--- src/rtl/rv_decode_pkg.sv ---
// Shared types and opcode constants for the RISC-V decode stage.
// Consumers build their XLEN-wide bundle around dec_bundle_t.
package rv_decode_pkg;

  typedef enum logic [2:0] {
    FMT_I  = 3'd0,
    FMT_U  = 3'd1,
    FMT_S  = 3'd2,
    FMT_R  = 3'd3,
    FMT_SB = 3'd4,
    FMT_UJ = 3'd5
  } fmt_e;

  // Occupancy of the stage: main register only, or main plus skid entry.
  typedef enum logic [1:0] {
    OCC_EMPTY = 2'd0,
    OCC_MAIN  = 2'd1,
    OCC_BOTH  = 2'd2
  } occ_e;

  localparam logic [6:0] OP_LOAD   = 7'h03;
  localparam logic [6:0] OP_IMM    = 7'h13;
  localparam logic [6:0] OP_AUIPC  = 7'h17;
  localparam logic [6:0] OP_IMM_32 = 7'h1B;
  localparam logic [6:0] OP_STORE  = 7'h23;
  localparam logic [6:0] OP_OP     = 7'h33;
  localparam logic [6:0] OP_LUI    = 7'h37;
  localparam logic [6:0] OP_OP_32  = 7'h3B;
  localparam logic [6:0] OP_BRANCH = 7'h63;
  localparam logic [6:0] OP_JALR   = 7'h67;
  localparam logic [6:0] OP_JAL    = 7'h6F;
  localparam logic [6:0] OP_SYSTEM = 7'h73;

  typedef struct packed {
    logic [6:0] opcode;
    logic [4:0] rd;
    logic [4:0] rs1;
    logic [4:0] rs2;
    logic [2:0] funct3;
    logic [6:0] funct7;
    fmt_e       fmt;
    logic       rd_wr;
    logic       rs1_used;
    logic       rs2_used;
    logic       illegal;
  } dec_bundle_t;

  function automatic fmt_e opcode_fmt(input logic [6:0] op);
    fmt_e f;
    case (op)
      OP_AUIPC, OP_LUI:  f = FMT_U;
      OP_STORE:          f = FMT_S;
      OP_OP, OP_OP_32:   f = FMT_R;
      OP_BRANCH:         f = FMT_SB;
      OP_JAL:            f = FMT_UJ;
      default:           f = FMT_I;
    endcase
    return f;
  endfunction

  function automatic logic opcode_known(input logic [6:0] op);
    logic k;
    case (op)
      OP_LOAD, OP_IMM, OP_AUIPC, OP_IMM_32, OP_STORE, OP_OP,
      OP_LUI, OP_OP_32, OP_BRANCH, OP_JALR, OP_JAL, OP_SYSTEM: k = 1'b1;
      default: k = 1'b0;
    endcase
    return k;
  endfunction

endpackage

--- src/rtl/rv_decode_if.sv ---
// Fetch-to-decode and decode-to-issue signals of the decode stage.
// Handshake: a transfer happens on a rising edge where valid && ready; valid
// never depends on ready, and payload holds steady while valid && !ready.
interface rv_decode_if #(parameter int XLEN = 32);
  logic            in_valid;
  logic            in_ready;
  logic [31:0]     in_instr;
  logic [XLEN-1:0] in_pc;

  logic            out_valid;
  logic            out_ready;
  logic [XLEN-1:0] out_pc;
  logic [6:0]      out_opcode;
  logic [4:0]      out_rd;
  logic [4:0]      out_rs1;
  logic [4:0]      out_rs2;
  logic [2:0]      out_funct3;
  logic [6:0]      out_funct7;
  logic [2:0]      out_fmt;
  logic [XLEN-1:0] out_imm;
  logic            out_rd_wr;
  logic            out_rs1_used;
  logic            out_rs2_used;
  logic            out_illegal;

  modport master (
    output in_valid, in_instr, in_pc, out_ready,
    input  in_ready, out_valid, out_pc, out_opcode, out_rd, out_rs1, out_rs2,
           out_funct3, out_funct7, out_fmt, out_imm, out_rd_wr, out_rs1_used,
           out_rs2_used, out_illegal
  );

  modport slave (
    input  in_valid, in_instr, in_pc, out_ready,
    output in_ready, out_valid, out_pc, out_opcode, out_rd, out_rs1, out_rs2,
           out_funct3, out_funct7, out_fmt, out_imm, out_rd_wr, out_rs1_used,
           out_rs2_used, out_illegal
  );
endinterface

--- src/rtl/rv_imm_gen.sv ---
// Immediate generator: builds the sign-extended immediate for a given format.
// Only instr[31:7] carries immediate bits, so the opcode is not an input.
module rv_imm_gen
  import rv_decode_pkg::*;
#(
  parameter int XLEN = 32
) (
  input  logic [31:7]     instr,
  input  fmt_e            fmt,
  output logic [XLEN-1:0] imm
);

  logic [31:0] imm32;

  always_comb begin
    imm32 = '0;
    case (fmt)
      FMT_I:  imm32 = {{20{instr[31]}}, instr[31:20]};
      FMT_S:  imm32 = {{20{instr[31]}}, instr[31:25], instr[11:7]};
      FMT_SB: imm32 = {{19{instr[31]}}, instr[31], instr[7], instr[30:25],
                       instr[11:8], 1'b0};
      FMT_U:  imm32 = {instr[31:12], 12'h000};
      FMT_UJ: imm32 = {{11{instr[31]}}, instr[31], instr[19:12], instr[20],
                       instr[30:21], 1'b0};
      default: imm32 = '0;
    endcase
  end

  // Every 32-bit form already carries its sign in bit 31; widen for RV64.
  assign imm = XLEN'($signed(imm32));

endmodule

--- src/rtl/rv_decode_stage.sv ---
// Registered RV32I/RV64I (+optional M) decode stage between fetch and issue,
// with an optional two-entry skid buffer for a fully registered in_ready.
module rv_decode_stage
  import rv_decode_pkg::*;
#(
  parameter int XLEN  = 32,
  parameter int M_EXT = 0,
  parameter int SKID  = 0
) (
  input  logic        clk,
  input  logic        rst_n,
  input  logic        flush,
  rv_decode_if.slave  bus,
  output occ_e        dbg_state
);

  typedef struct packed {
    logic [XLEN-1:0] pc;
    logic [XLEN-1:0] imm;
    dec_bundle_t     dec;
  } entry_t;

  logic [31:0]     instr;
  logic [6:0]      opcode;
  logic [6:0]      funct7;
  logic [2:0]      funct3;
  logic [4:0]      rd;
  fmt_e            fmt;
  logic [XLEN-1:0] imm;
  logic            funct7_ok;
  logic            illegal;
  entry_t          dec_entry;

  assign instr  = bus.in_instr;
  assign opcode = instr[6:0];
  assign rd     = instr[11:7];
  assign funct3 = instr[14:12];
  assign funct7 = instr[31:25];
  assign fmt    = opcode_fmt(opcode);

  rv_imm_gen #(.XLEN(XLEN)) u_imm_gen (
    .instr (instr[31:7]),
    .fmt   (fmt),
    .imm   (imm)
  );

  assign funct7_ok = (funct7 == 7'h00) || (funct7 == 7'h20) ||
                     ((M_EXT != 0) && (funct7 == 7'h01));

  assign illegal = (instr[1:0] != 2'b11) || !opcode_known(opcode) ||
                   ((fmt == FMT_R) && !funct7_ok) ||
                   ((XLEN == 32) && ((opcode == OP_IMM_32) || (opcode == OP_OP_32))) ||
                   ((opcode == OP_JALR) && (funct3 != 3'd0));

  // Illegal bundles still travel downstream but must not touch the register file.
  always_comb begin
    dec_entry              = '0;
    dec_entry.pc           = bus.in_pc;
    dec_entry.imm          = imm;
    dec_entry.dec.opcode   = opcode;
    dec_entry.dec.rd       = rd;
    dec_entry.dec.rs1      = instr[19:15];
    dec_entry.dec.rs2      = instr[24:20];
    dec_entry.dec.funct3   = funct3;
    dec_entry.dec.funct7   = funct7;
    dec_entry.dec.fmt      = fmt;
    dec_entry.dec.illegal  = illegal;
    dec_entry.dec.rs1_used = !illegal && (opcode != OP_SYSTEM) &&
                             ((fmt == FMT_I) || (fmt == FMT_S) ||
                              (fmt == FMT_R) || (fmt == FMT_SB));
    dec_entry.dec.rs2_used = !illegal &&
                             ((fmt == FMT_S) || (fmt == FMT_R) || (fmt == FMT_SB));
    dec_entry.dec.rd_wr    = !illegal && (rd != 5'd0) &&
                             ((fmt == FMT_I) || (fmt == FMT_U) ||
                              (fmt == FMT_R) || (fmt == FMT_UJ));
  end

  occ_e   state_q, state_d;
  entry_t main_q, main_d;
  entry_t skid_q, skid_d;
  logic   in_ready;
  logic   accept;

  // With SKID=0 in_ready blocks whenever main is stalled, so OCC_BOTH is unreachable.
  assign in_ready = (SKID != 0) ? (state_q != OCC_BOTH)
                                : ((state_q == OCC_EMPTY) || bus.out_ready);
  assign accept   = bus.in_valid && in_ready;

  always_comb begin
    state_d = state_q;
    main_d  = main_q;
    skid_d  = skid_q;
    unique case (state_q)
      OCC_EMPTY: begin
        if (accept) begin
          main_d  = dec_entry;
          state_d = OCC_MAIN;
        end
      end
      OCC_MAIN: begin
        if (bus.out_ready) begin
          if (accept) main_d = dec_entry;
          else        state_d = OCC_EMPTY;
        end else if (accept) begin
          skid_d  = dec_entry;
          state_d = OCC_BOTH;
        end
      end
      OCC_BOTH: begin
        if (bus.out_ready) begin
          main_d  = skid_q;
          state_d = OCC_MAIN;
        end
      end
      default: state_d = OCC_EMPTY;
    endcase
    // Flush wins over a same-cycle accept: the offered bundle is dropped.
    if (flush) state_d = OCC_EMPTY;
  end

  always_ff @(posedge clk or negedge rst_n) begin
    if (!rst_n) begin
      state_q <= OCC_EMPTY;
      main_q  <= '0;
      skid_q  <= '0;
    end else begin
      state_q <= state_d;
      main_q  <= main_d;
      skid_q  <= skid_d;
    end
  end

  assign dbg_state        = state_q;
  assign bus.in_ready     = in_ready;
  assign bus.out_valid    = (state_q != OCC_EMPTY);
  assign bus.out_pc       = main_q.pc;
  assign bus.out_imm      = main_q.imm;
  assign bus.out_opcode   = main_q.dec.opcode;
  assign bus.out_rd       = main_q.dec.rd;
  assign bus.out_rs1      = main_q.dec.rs1;
  assign bus.out_rs2      = main_q.dec.rs2;
  assign bus.out_funct3   = main_q.dec.funct3;
  assign bus.out_funct7   = main_q.dec.funct7;
  assign bus.out_fmt      = main_q.dec.fmt;
  assign bus.out_rd_wr    = main_q.dec.rd_wr;
  assign bus.out_rs1_used = main_q.dec.rs1_used;
  assign bus.out_rs2_used = main_q.dec.rs2_used;
  assign bus.out_illegal  = main_q.dec.illegal;

endmodule

--- src/flat_wrapper.sv ---
// flat-port wrapper written by rule: the top's interface ports become plain ports
module rv_decode_stage_flat import rv_decode_pkg::*;
#(
  parameter int XLEN  = 32,
  parameter int M_EXT = 0,
  parameter int SKID  = 0
)
  (clk, rst_n, flush, dbg_state, bus_in_valid, bus_in_instr, bus_in_pc, bus_out_ready, bus_in_ready, bus_out_valid, bus_out_pc, bus_out_opcode, bus_out_rd, bus_out_rs1, bus_out_rs2, bus_out_funct3, bus_out_funct7, bus_out_fmt, bus_out_imm, bus_out_rd_wr, bus_out_rs1_used, bus_out_rs2_used, bus_out_illegal);
  rv_decode_if #(.XLEN(XLEN)) bus_i ();
  input  logic clk;
  input  logic rst_n;
  input  logic flush;
  output occ_e dbg_state;
  input wire logic [$bits(bus_i.in_valid)-1:0] bus_in_valid;
  input wire logic [$bits(bus_i.in_instr)-1:0] bus_in_instr;
  input wire logic [$bits(bus_i.in_pc)-1:0] bus_in_pc;
  input wire logic [$bits(bus_i.out_ready)-1:0] bus_out_ready;
  output wire logic [$bits(bus_i.in_ready)-1:0] bus_in_ready;
  output wire logic [$bits(bus_i.out_valid)-1:0] bus_out_valid;
  output wire logic [$bits(bus_i.out_pc)-1:0] bus_out_pc;
  output wire logic [$bits(bus_i.out_opcode)-1:0] bus_out_opcode;
  output wire logic [$bits(bus_i.out_rd)-1:0] bus_out_rd;
  output wire logic [$bits(bus_i.out_rs1)-1:0] bus_out_rs1;
  output wire logic [$bits(bus_i.out_rs2)-1:0] bus_out_rs2;
  output wire logic [$bits(bus_i.out_funct3)-1:0] bus_out_funct3;
  output wire logic [$bits(bus_i.out_funct7)-1:0] bus_out_funct7;
  output wire logic [$bits(bus_i.out_fmt)-1:0] bus_out_fmt;
  output wire logic [$bits(bus_i.out_imm)-1:0] bus_out_imm;
  output wire logic [$bits(bus_i.out_rd_wr)-1:0] bus_out_rd_wr;
  output wire logic [$bits(bus_i.out_rs1_used)-1:0] bus_out_rs1_used;
  output wire logic [$bits(bus_i.out_rs2_used)-1:0] bus_out_rs2_used;
  output wire logic [$bits(bus_i.out_illegal)-1:0] bus_out_illegal;
  assign bus_i.in_valid = bus_in_valid;
  assign bus_i.in_instr = bus_in_instr;
  assign bus_i.in_pc = bus_in_pc;
  assign bus_i.out_ready = bus_out_ready;
  assign bus_in_ready = bus_i.in_ready;
  assign bus_out_valid = bus_i.out_valid;
  assign bus_out_pc = bus_i.out_pc;
  assign bus_out_opcode = bus_i.out_opcode;
  assign bus_out_rd = bus_i.out_rd;
  assign bus_out_rs1 = bus_i.out_rs1;
  assign bus_out_rs2 = bus_i.out_rs2;
  assign bus_out_funct3 = bus_i.out_funct3;
  assign bus_out_funct7 = bus_i.out_funct7;
  assign bus_out_fmt = bus_i.out_fmt;
  assign bus_out_imm = bus_i.out_imm;
  assign bus_out_rd_wr = bus_i.out_rd_wr;
  assign bus_out_rs1_used = bus_i.out_rs1_used;
  assign bus_out_rs2_used = bus_i.out_rs2_used;
  assign bus_out_illegal = bus_i.out_illegal;
  rv_decode_stage #(.XLEN(XLEN), .M_EXT(M_EXT), .SKID(SKID)) u_core (.clk(clk), .rst_n(rst_n), .flush(flush), .bus(bus_i), .dbg_state(dbg_state));
endmodule
--- config.mk ---
export PLATFORM = sky130hd
export DESIGN_NAME = rv_decode_stage_flat
export DESIGN_NICKNAME = d
export VERILOG_FILES = /design/src/rtl/rv_decode_pkg.sv /design/src/rtl/rv_decode_if.sv /design/src/rtl/rv_imm_gen.sv /design/src/rtl/rv_decode_stage.sv /design/src/flat_wrapper.sv
export SDC_FILE = /design/constraint.sdc
export NUM_CORES = 1
export LEC_CHECK = 0
export ABC_AREA = 1
export CORE_MARGIN = 1
export CORE_UTILIZATION = 30
export DETAILED_ROUTE_END_ITERATION = 12
export PLACE_DENSITY = 0.64
export REMOVE_ABC_BUFFERS = 1
export SLEW_MARGIN = 20
export SYNTH_ARGS = -nofsm -noshare
export SYNTH_HDL_FRONTEND = slang
export SYNTH_SLANG_ARGS = --single-unit
--- constraint.sdc ---
create_clock -name clk -period 1.25 [get_ports clk]
set_input_delay 0.1875 -clock clk [delete_from_list [all_inputs] [get_ports clk]]
set_output_delay 0.1875 -clock clk [all_outputs]
set_load 0.1 [all_outputs]
* Word-level counts from Yosys, hierarchy flattened
Index checks and enable logic that the tools add are counted.
Cells by class: muxes and demuxes 14, bitwise operators 1, eq/ne operators 28, reduce and logical (&&, ||, !) cells 39
Operators with widths (count):
- $mux 103 | 3
- $pmux 103 s3 | 1
- $pmux 32 s5 | 1
- $eq 7x6->1 const B | 5
- $eq 7x7->1 const B | 4
- $eq 7x5->1 const B | 3
- $logic_or 1x1->1 | 15
- $pmux 3 s5 | 1
- $mux 2 | 6
- $reduce_or 12->1 | 1
- $logic_and 1x1->1 | 8
- $eq 7x2->1 const B | 1
- $logic_not 7->1 | 1
- $ne 7x7->1 const B | 1
- $eq 3x2->1 const B | 2
- $eq 3x3->1 const B | 2
- $ne 2x2->1 const B | 3
- $pmux 2 s3 | 1
- $reduce_and 3->1 | 2
- $reduce_bool 3->1 | 2
- $reduce_bool 5->1 | 1
- $ne 4x3->1 const B | 1
- $ne 4x4->1 const B | 1
- $reduce_and 4->1 | 1
- other kinds (12) | 15
Word-level totals: word-level logic and storage cells 109, register bits 208, output and inout bits 107, input bits 69

* Logic depth before layout (Yosys ltp)
Gate-level depths: netlist (run 1).
depth after elaboration 14, mapped depth 10, depth with buffers taken out 10

* Hierarchy
From an unflattened synthesis (run 1), not the netlist that was laid out.
Second synthesis, totals: cells, all modules 950, area total of the unflattened synthesis 8481.9 sq um
Modules (own cells, without submodules):
- rv_decode_stage | area an instance 8002.7 sq um, seq. area each 5205.0 sq um, cells an instance 849, instances 1
- rv_imm_gen | area an instance 479.2 sq um, seq. area each 0.0 sq um, cells an instance 101, instances 1

* Worst setup path after synthesis (run 1)
No wires, ideal clock.
path type register to output, start point register u_core.state_q[1], in the netlist u_core.dbg_state[1], end point output bus_in_ready, buffers on the path 0, cell stages (with the launch flop) 4, arrival time 2639 ps, setup slack -1577 ps, required time 1062 ps, path through dfrtp_1 -> inv_2 -> nand2_1 -> nand2_1
On the way: word-level cells in the longest chain between the ends 2
RTL lines:
- from (decl) | RTL line rv_decode_stage.sv:78 | occ_e state_q, state_d;
- from (signal assigned) | RTL line rv_decode_stage.sv:127 | state_q <= state_d;
- $logic_not 2->1 | RTL line rv_decode_stage.sv:86 | : ((state_q == OCC_EMPTY) || bus.out_ready);
- $logic_or 1x1->1 | RTL line rv_decode_stage.sv:86
- to (decl) | RTL line flat_wrapper.sv:18 | output wire logic [$bits(bus_i.in_ready)-1:0] bus_in_ready;
No other way between the ends.

* Final worst setup path (run 1)
start point register u_core.state_q[1], in the netlist u_core.dbg_state[1], end point register u_core.main_q, in the netlist u_core.bus.out_funct7[6]
On the way: word-level cells in the longest chain between the ends 6, elaborated cells between the ends (all ways) 12
RTL lines:
- $logic_not 2->1 | RTL line rv_decode_stage.sv:86, rv_decode_stage.sv:93
- $logic_or 1x1->1 | RTL line rv_decode_stage.sv:86
- $logic_and 1x1->1 | RTL line rv_decode_stage.sv:87 | assign accept = bus.in_valid && in_ready;
- $mux 103 (2 in a row)
- $pmux 103 s3 | RTL line rv_decode_stage.sv:93 | unique case (state_q)
- to (signal assigned) | RTL line rv_decode_stage.sv:128 | main_q <= main_d;
- to (decl) | RTL line rv_decode_stage.sv:79 | entry_t main_q, main_d;
Several ways; a longest one is shown, not always the timed one. The select of a mux whose other input is x is not followed. A chain may end at the register's enable or synchronous reset.

==> results of run 1 <==
## stage by stage
stage	hold slack [ps]	cells	util	power [W]	worst slack (ps)
global placement	85.5	1407	0.431	0.0160	-593
floorplan	-108	777	-	0.0124	-5570
CTS	148	1503	0.497	0.0244	-340
detailed placement	89.1	1407	0.431	0.0161	-616
finish	147	1538	0.523	0.0248	-373
global route	161	1537	0.523	0.0257	-430
## state kept, by name, indices dropped and copies added (netlist names), 5 cells and up
register,flops
u_core.bus.out_funct7,7
u_core.bus.out_imm,32
u_core.bus.out_opcode,7
u_core.bus.out_pc,32
u_core.bus.out_rd,5
u_core.bus.out_rs1,5
u_core.bus.out_rs2,5
u_core.skid_q,103
## synth_stat cells (all sizes together)
master	number	area [um^2]
a31oi	64	463
a21oi	75	379
nand4	8	50.1
o2111ai	2	17.5
dfrtp	208	5200
o21ai	20	134
nand2	212	818
buf	30	215
nand3	24	143
inv	29	109
nor2	130	578
clkbuf	119	447
or2	2	12.5
nor3	3	15.0
## routing by layer
metal	share of wire	track usage	up-vias
met1	0.43	0.238	3483
met5	0	0	-
met2	0.48	0.293	250
met4	0.020	0.0559	0
met3	0.067	0.0382	41
li1	-	-	3377
## what timing repair did
action / CTS / global route
hold buffers: 1 / 0
gates resized for setup: 74 / 109
pin swaps: 8 / 13
cloned: 14 / 6
setup endpoints to repair: 210 / 211
endpoints found under the hold margin: 208 / 0
buffers inserted: 36 / 33
## power by group through the flow
stage	combinational, W	clock, W	sequential [W]
final	0.00928	0.00765	0.00789
after floorplan	0.000976	0	0.0115
after CTS	0.00880	0.00776	0.00786
after global placement	0.00801	0	0.00798
after global routing	0.00959	0.00813	0.00794
after detailed placement	0.00806	0	0.00799
## worst min-delay path by stage
stage | cells after the start | start | end | slack, ps
finish | 2 | rst_n | u_core.bus.out_pc[27] | 150
global route | 2 | rst_n | u_core.bus.out_pc[21] | 160
CTS | 2 | rst_n | u_core.skid_q[64] | 150
detailed placement | 1 | rst_n | u_core.bus.out_pc[27] | 90
global placement | 1 | rst_n | u_core.bus.out_pc[27] | 90
floorplan | 0 | rst_n | u_core.bus.out_fmt[0] | -110
## layout make-up
class,instances,area (um^2)
multi-input combinational,541,3190
antenna,1,2.50
clock inverter,11,145
fill,2347,13300
timing repair buffer,336,4720
inverter,29,124
clock buffer,34,729
sequential,208,5220
tap,378,473
## cell families (layout without fill, tap and decap cells)
family / after synthesis / count (layout)
compound gates: 161 / 161
buf+inv: 178 / 410
flops: 208 / 208
other cells: 0 / 1
simple gates: 379 / 380
==> impl_metrics.py, run 1 <==
metrics = {
    "outcome": {
        "status": "complete, but fails checks",
        "violations": "setup timing",
    },
    "clocking": {
        "cts_tree": "yes",
        "clkLatencyLatePin_ps": 510,
        "cts_buffers": 25,
        "htreeDepth": 1,
        "cts.clk_slew.worst_paths_ps": 60,
        "clock_sinks": 208,
        "clockBufferDepth": 3,
        "root_buffer": "clkbuf_16",
    },
    "sta": {
        "fin_ws_ps": -373,
        "max-slew-margin-rel": 0.777,
        "tns_ps": -37270,
        "tightest_slew_ps": 334,
        "rsz0062_at_grt": "true",
        "fin_crit_ps": 1620,
        "fmax_ghz": 0.616,
        "skew_ps": 11.3,
        "setup_violations": 210,
        "drv_slew": 0,
        "period_share": 1.30,
        "finalHoldViolations": 0,
    },
    "floorplanning": {
        "dieArea_um2": 29300,
        "pin_count": 176,
        "die-width_um": 171,
        "die-height_um": 171,
        "row_count": 61,
        "core_area_um2": 27900,
        "start_util": 0.307,
    },
    "worst_setup_path": {
        "r2r_start": "u_core.dbg_state[1]",
        "critPathLaunch": "u_core.dbg_state[1]",
        "crit_fanout": 5,
        "crit_top_cell": "nand2_4",
        "worst-setup-path-type": "reg2reg",
        "cp-end-kind": "register",
        "r2r_slack_ps": -370,
        "critPathArrivalTime_ps": 2050,
        "reg2reg_to": "u_core.bus.out_funct7[6]",
        "startpoint_type": "register",
        "crit_required_ps": 1670,
        "max_stage_delay_ps": 410,
        "critPathTopFamily": "flip-flops",
        "cpMaxStageDelayCell": "dfrtp_1",
        "path_cells": "inv_2 > nand2_4 > a21oi_4 > nand2_4 > nand2_8 > buf_12 > buf_16 > nor2_4 > a31oi_2",
        "r2r_cells": 9,
        "crit_buf_inv": 3,
        "cp.depth": 9,
        "timing.critical_path.to": "u_core.bus.out_funct7[6]",
    },
    "synth": {
        "ys_seq_area_frac": 0.606,
        "synth_top_family_by_area": "simple AND/OR/NAND/NOR gates",
        "syn_inst": 926,
        "yosys.area_share.simple": 0.188,
        "synth_cell_types": 29,
        "syn_avg_cell_area_um2": 9.27,
        "synth-compound-area-share": 0.116,
        "syn_area_um2": 8590,
        "synth_fa_ha_area_frac": 0,
        "ys_warn_count": 0,
        "synth_mux_area_frac": 0,
        "synthXorXnorAreaFrac": 0,
        "ys_ff_latch": 208,
    },
    "detailed_routing": {
        "vias": 7151,
        "routed_wirelength_mm": 27.3,
        "vias_per_cell": 4.65,
        "routedWlPerCell_um": 17.8,
        "first_pass_iters": 5,
        "drc": 0,
        "drt_iter0_markers": 448,
        "detail-route-antenna-nets": 0,
    },
    "global_routing": {
        "antenna_found_initial": 1,
        "grt_usage": 0.180,
        "grt_pass1_vias": 7239,
        "grt_max_degree": 37,
        "grt_pass1_wl_mm": 40.6,
        "grt_overflow": 0,
    },
    "power_and_ir_drop": {
        "pwr_density_cell_nw_per_um2": 1700,
        "p_comb_frac": 0.374,
        "clockPowerShare": 0.308,
        "ir_drop_mv": 1.29,
        "p_int_w": 0.0156,
        "swShare": 0.373,
        "leakage_nw": 6.68,
        "seqPwrFrac": 0.318,
        "p_switching_w": 0.00925,
    },
    "cells_and_area": {
        "nNetsFinal": 1210,
        "final_cell_mix": "198 x dfrtp_1, 197 x nand2_1, 128 x buf_12, 105 x buf_4, 83 x nor2_1",
        "layout_commonest_cell": "dfrtp_1",
        "layout-drive-gt1-share": 0.407,
        "syn_to_final_growth_pct": 70.1,
        "final_cell_area_um2": 14600,
    },
    "placed_design": {
        "post_dp_cell_area_um2": 12000,
        "globalplace.congestion": 0.775,
        "place_hpwl_mm": 15.9,
        "io_buffer_count": 175,
    },
    "min_path": {
        "min_path_type": "in2async",
    },
    "run": {
        "cap_violations": 0,
    },
}
No activity file was read; power rests on OpenSTA's default activity.
==> run 2: changes to the inputs <==
--- a/config.mk
+++ b/config.mk
@@ -6,10 +6,9 @@
 export NUM_CORES = 1
 export LEC_CHECK = 0
 export ABC_AREA = 1
-export CORE_MARGIN = 1
 export CORE_UTILIZATION = 30
 export DETAILED_ROUTE_END_ITERATION = 12
-export PLACE_DENSITY = 0.64
+export PLACE_DENSITY = 0.5
 export REMOVE_ABC_BUFFERS = 1
 export SLEW_MARGIN = 20
 export SYNTH_ARGS = -nofsm -noshare
==> impl_metrics.py, run 2 (synthesized netlist as in run 1, its figures left out) <==
metrics = {
    "worst_setup_path": {
        "crit_fanout": 3,
        "critPathTopFamily": "flip-flops",
        "crit_top_cell": "nand2_4",
        "cpMaxStageDelayCell": "dfrtp_1",
        "crit_required_ps": 1060,
        "max_stage_delay_ps": 400,
        "startpoint_type": "register",
        "critPathArrivalTime_ps": 1410,
        "path_cells": "inv_2 > nand2_4 > buf_6 > nand2_4 > buf_12",
        "worst-setup-path-type": "reg2out",
        "cp-end-kind": "primary output",
        "crit_buf_inv": 3,
    },
    "global_routing": {
        "antenna_found_initial": 0,
        "grt_pass1_vias": 6931,
        "grt_max_degree": 56,
        "grt_usage": 0.176,
        "grt_pass1_wl_mm": 39.8,
        "grt_overflow": 0,
    },
    "clocking": {
        "cts.clk_slew.worst_paths_ps": 60,
        "clockBufferDepth": 3,
        "htreeDepth": 1,
        "clock_sinks": 208,
        "cts_buffers": 24,
        "clkLatencyLatePin_ps": 510,
        "root_buffer": "clkbuf_16",
        "cts_tree": "yes",
    },
    "cells_and_area": {
        "instances_no_fill": 1529,
        "utilization": 0.516,
        "nNetsFinal": 1203,
        "top_register": "u_core.skid_q",
        "final_cell_area_um2": 14400,
        "syn_to_final_growth_pct": 68.0,
        "insertedDiodeCount": 0,
        "layout_commonest_cell": "dfrtp_1",
        "final_cell_mix": "205 x dfrtp_1, 183 x nand2_1, 129 x buf_12, 103 x nor2_1, 98 x buf_4",
        "layout-drive-gt1-share": 0.374,
        "largest_reg_flops": 103,
    },
    "floorplanning": {
        "dieArea_um2": 29300,
        "core_area_um2": 27900,
        "pin_count": 176,
        "die-width_um": 171,
        "row_count": 61,
        "start_util": 0.307,
        "die-height_um": 171,
    },
    "min_path": {
        "min_path_type": "in2async",
    },
    "placed_design": {
        "io_buffer_count": 175,
        "place_hpwl_mm": 15.7,
        "dp.cells": 1412,
        "globalplace.congestion": 0.759,
        "post_dp_cell_area_um2": 12100,
    },
    "sta": {
        "fin_ws_ps": -349,
        "period_share": 1.28,
        "fin_crit_ps": 1600,
        "fmax_ghz": 0.626,
        "rsz0062_at_grt": "true",
        "tightest_slew_ps": 382,
        "max-slew-margin-rel": 0.745,
        "finalHoldViolations": 0,
        "drv_slew": 0,
        "setup_violations": 210,
        "skew_ps": 7.48,
    },
    "outcome": {
        "violations": "setup timing",
        "status": "complete, but fails checks",
    },
    "detailed_routing": {
        "routedWlPerCell_um": 17.3,
        "vias": 6829,
        "routed_wirelength_mm": 26.4,
        "drc": 0,
        "vias_per_cell": 4.47,
        "first_pass_iters": 4,
        "drt_iter0_markers": 404,
        "detail-route-antenna-nets": 0,
    },
    "power_and_ir_drop": {
        "ir_drop_mv": 1.22,
        "leakage_nw": 6.67,
        "pwr_density_cell_nw_per_um2": 1690,
    },
    "run": {
        "cap_violations": 0,
    },
}
## run 2: layout make-up
type	count	area [um^2]
Clock buffer	34	699
Multi-Input combinational cell	541	3060
Clock inverter	9	170
Fill cell	2512	13500
Tap cell	378	473
Inverter	29	119
Sequential cell	208	5210
Timing Repair Buffer	330	4700
## run 2: final timing paths
kind,from,end,slack [ps],cells past startpoint
setup reg to reg,u_core.dbg_state[1],u_core.bus.out_rs1_used,-320,9
max in group asynchronous,rst_n,u_core.bus.out_imm[0],560,3
min in group clk,bus_in_pc[31],u_core.bus.out_pc[31],240,3
hold / removal,rst_n,u_core.dbg_state[0],110,2
setup / recovery,u_core.dbg_state[1],bus_in_ready,-350,5
hold reg to reg,u_core.skid_q[89],u_core.skid_q[89],370,0
## run 2: where the power goes
| part | total [W] | internal (W) | switching, W |
|---|---|---|---|
| clock | 0.00769 | 0.00491 | 0.00279 |
| sequential | 0.00787 | 0.00726 | 0.000608 |
| combinational | 0.00884 | 0.00336 | 0.00548 |
## run 2: worst register-to-register path: stages (launching register included)
cell       delay (ps)
dfrtp_1           400
inv_2              90
nand2_4            60
a21oi_4           180
nand2_4           120
nand2_8           140
buf_8             160
clkbuf_16         180
nor2_1             50
a21oi_1           110
## run 2: per-stage QoR
| step | setup slack [ps] | TNS (ps) | power (W) | hold slack [ps] |
|---|---|---|---|---|
| floorplan | -5570 | -529210 | 0.0124 | -108 |
| global placement | -632 | -52990 | 0.0160 | 51.2 |
| detailed placement | -626 | -53720 | 0.0160 | 49.6 |
| CTS | -342 | -37400 | 0.0242 | 112 |
| global route | -423 | -45420 | 0.0253 | 123 |
| finish | -349 | -31840 | 0.0244 | 111 |
## run 2: per-layer routing
| metal | vias up | track usage | wire, um |
|---|---|---|---|
| met2 | 182 | 0.281 | 12200 |
| li1 | 3360 | - | - |
| met4 | 0 | 0.0318 | 294 |
| met1 | 3256 | 0.250 | 12400 |
| met3 | 31 | 0.0341 | 1560 |
| met5 | - | 0 | 0 |
## run 2: repair_timing
item,in CTS,in global routing
hold endpoints to repair,208,0
cloned,11,10
hold buffers,1,0
gates resized for setup,41,96
pin swaps,7,9
setup endpoints to repair,210,211
setup buffers,32,27
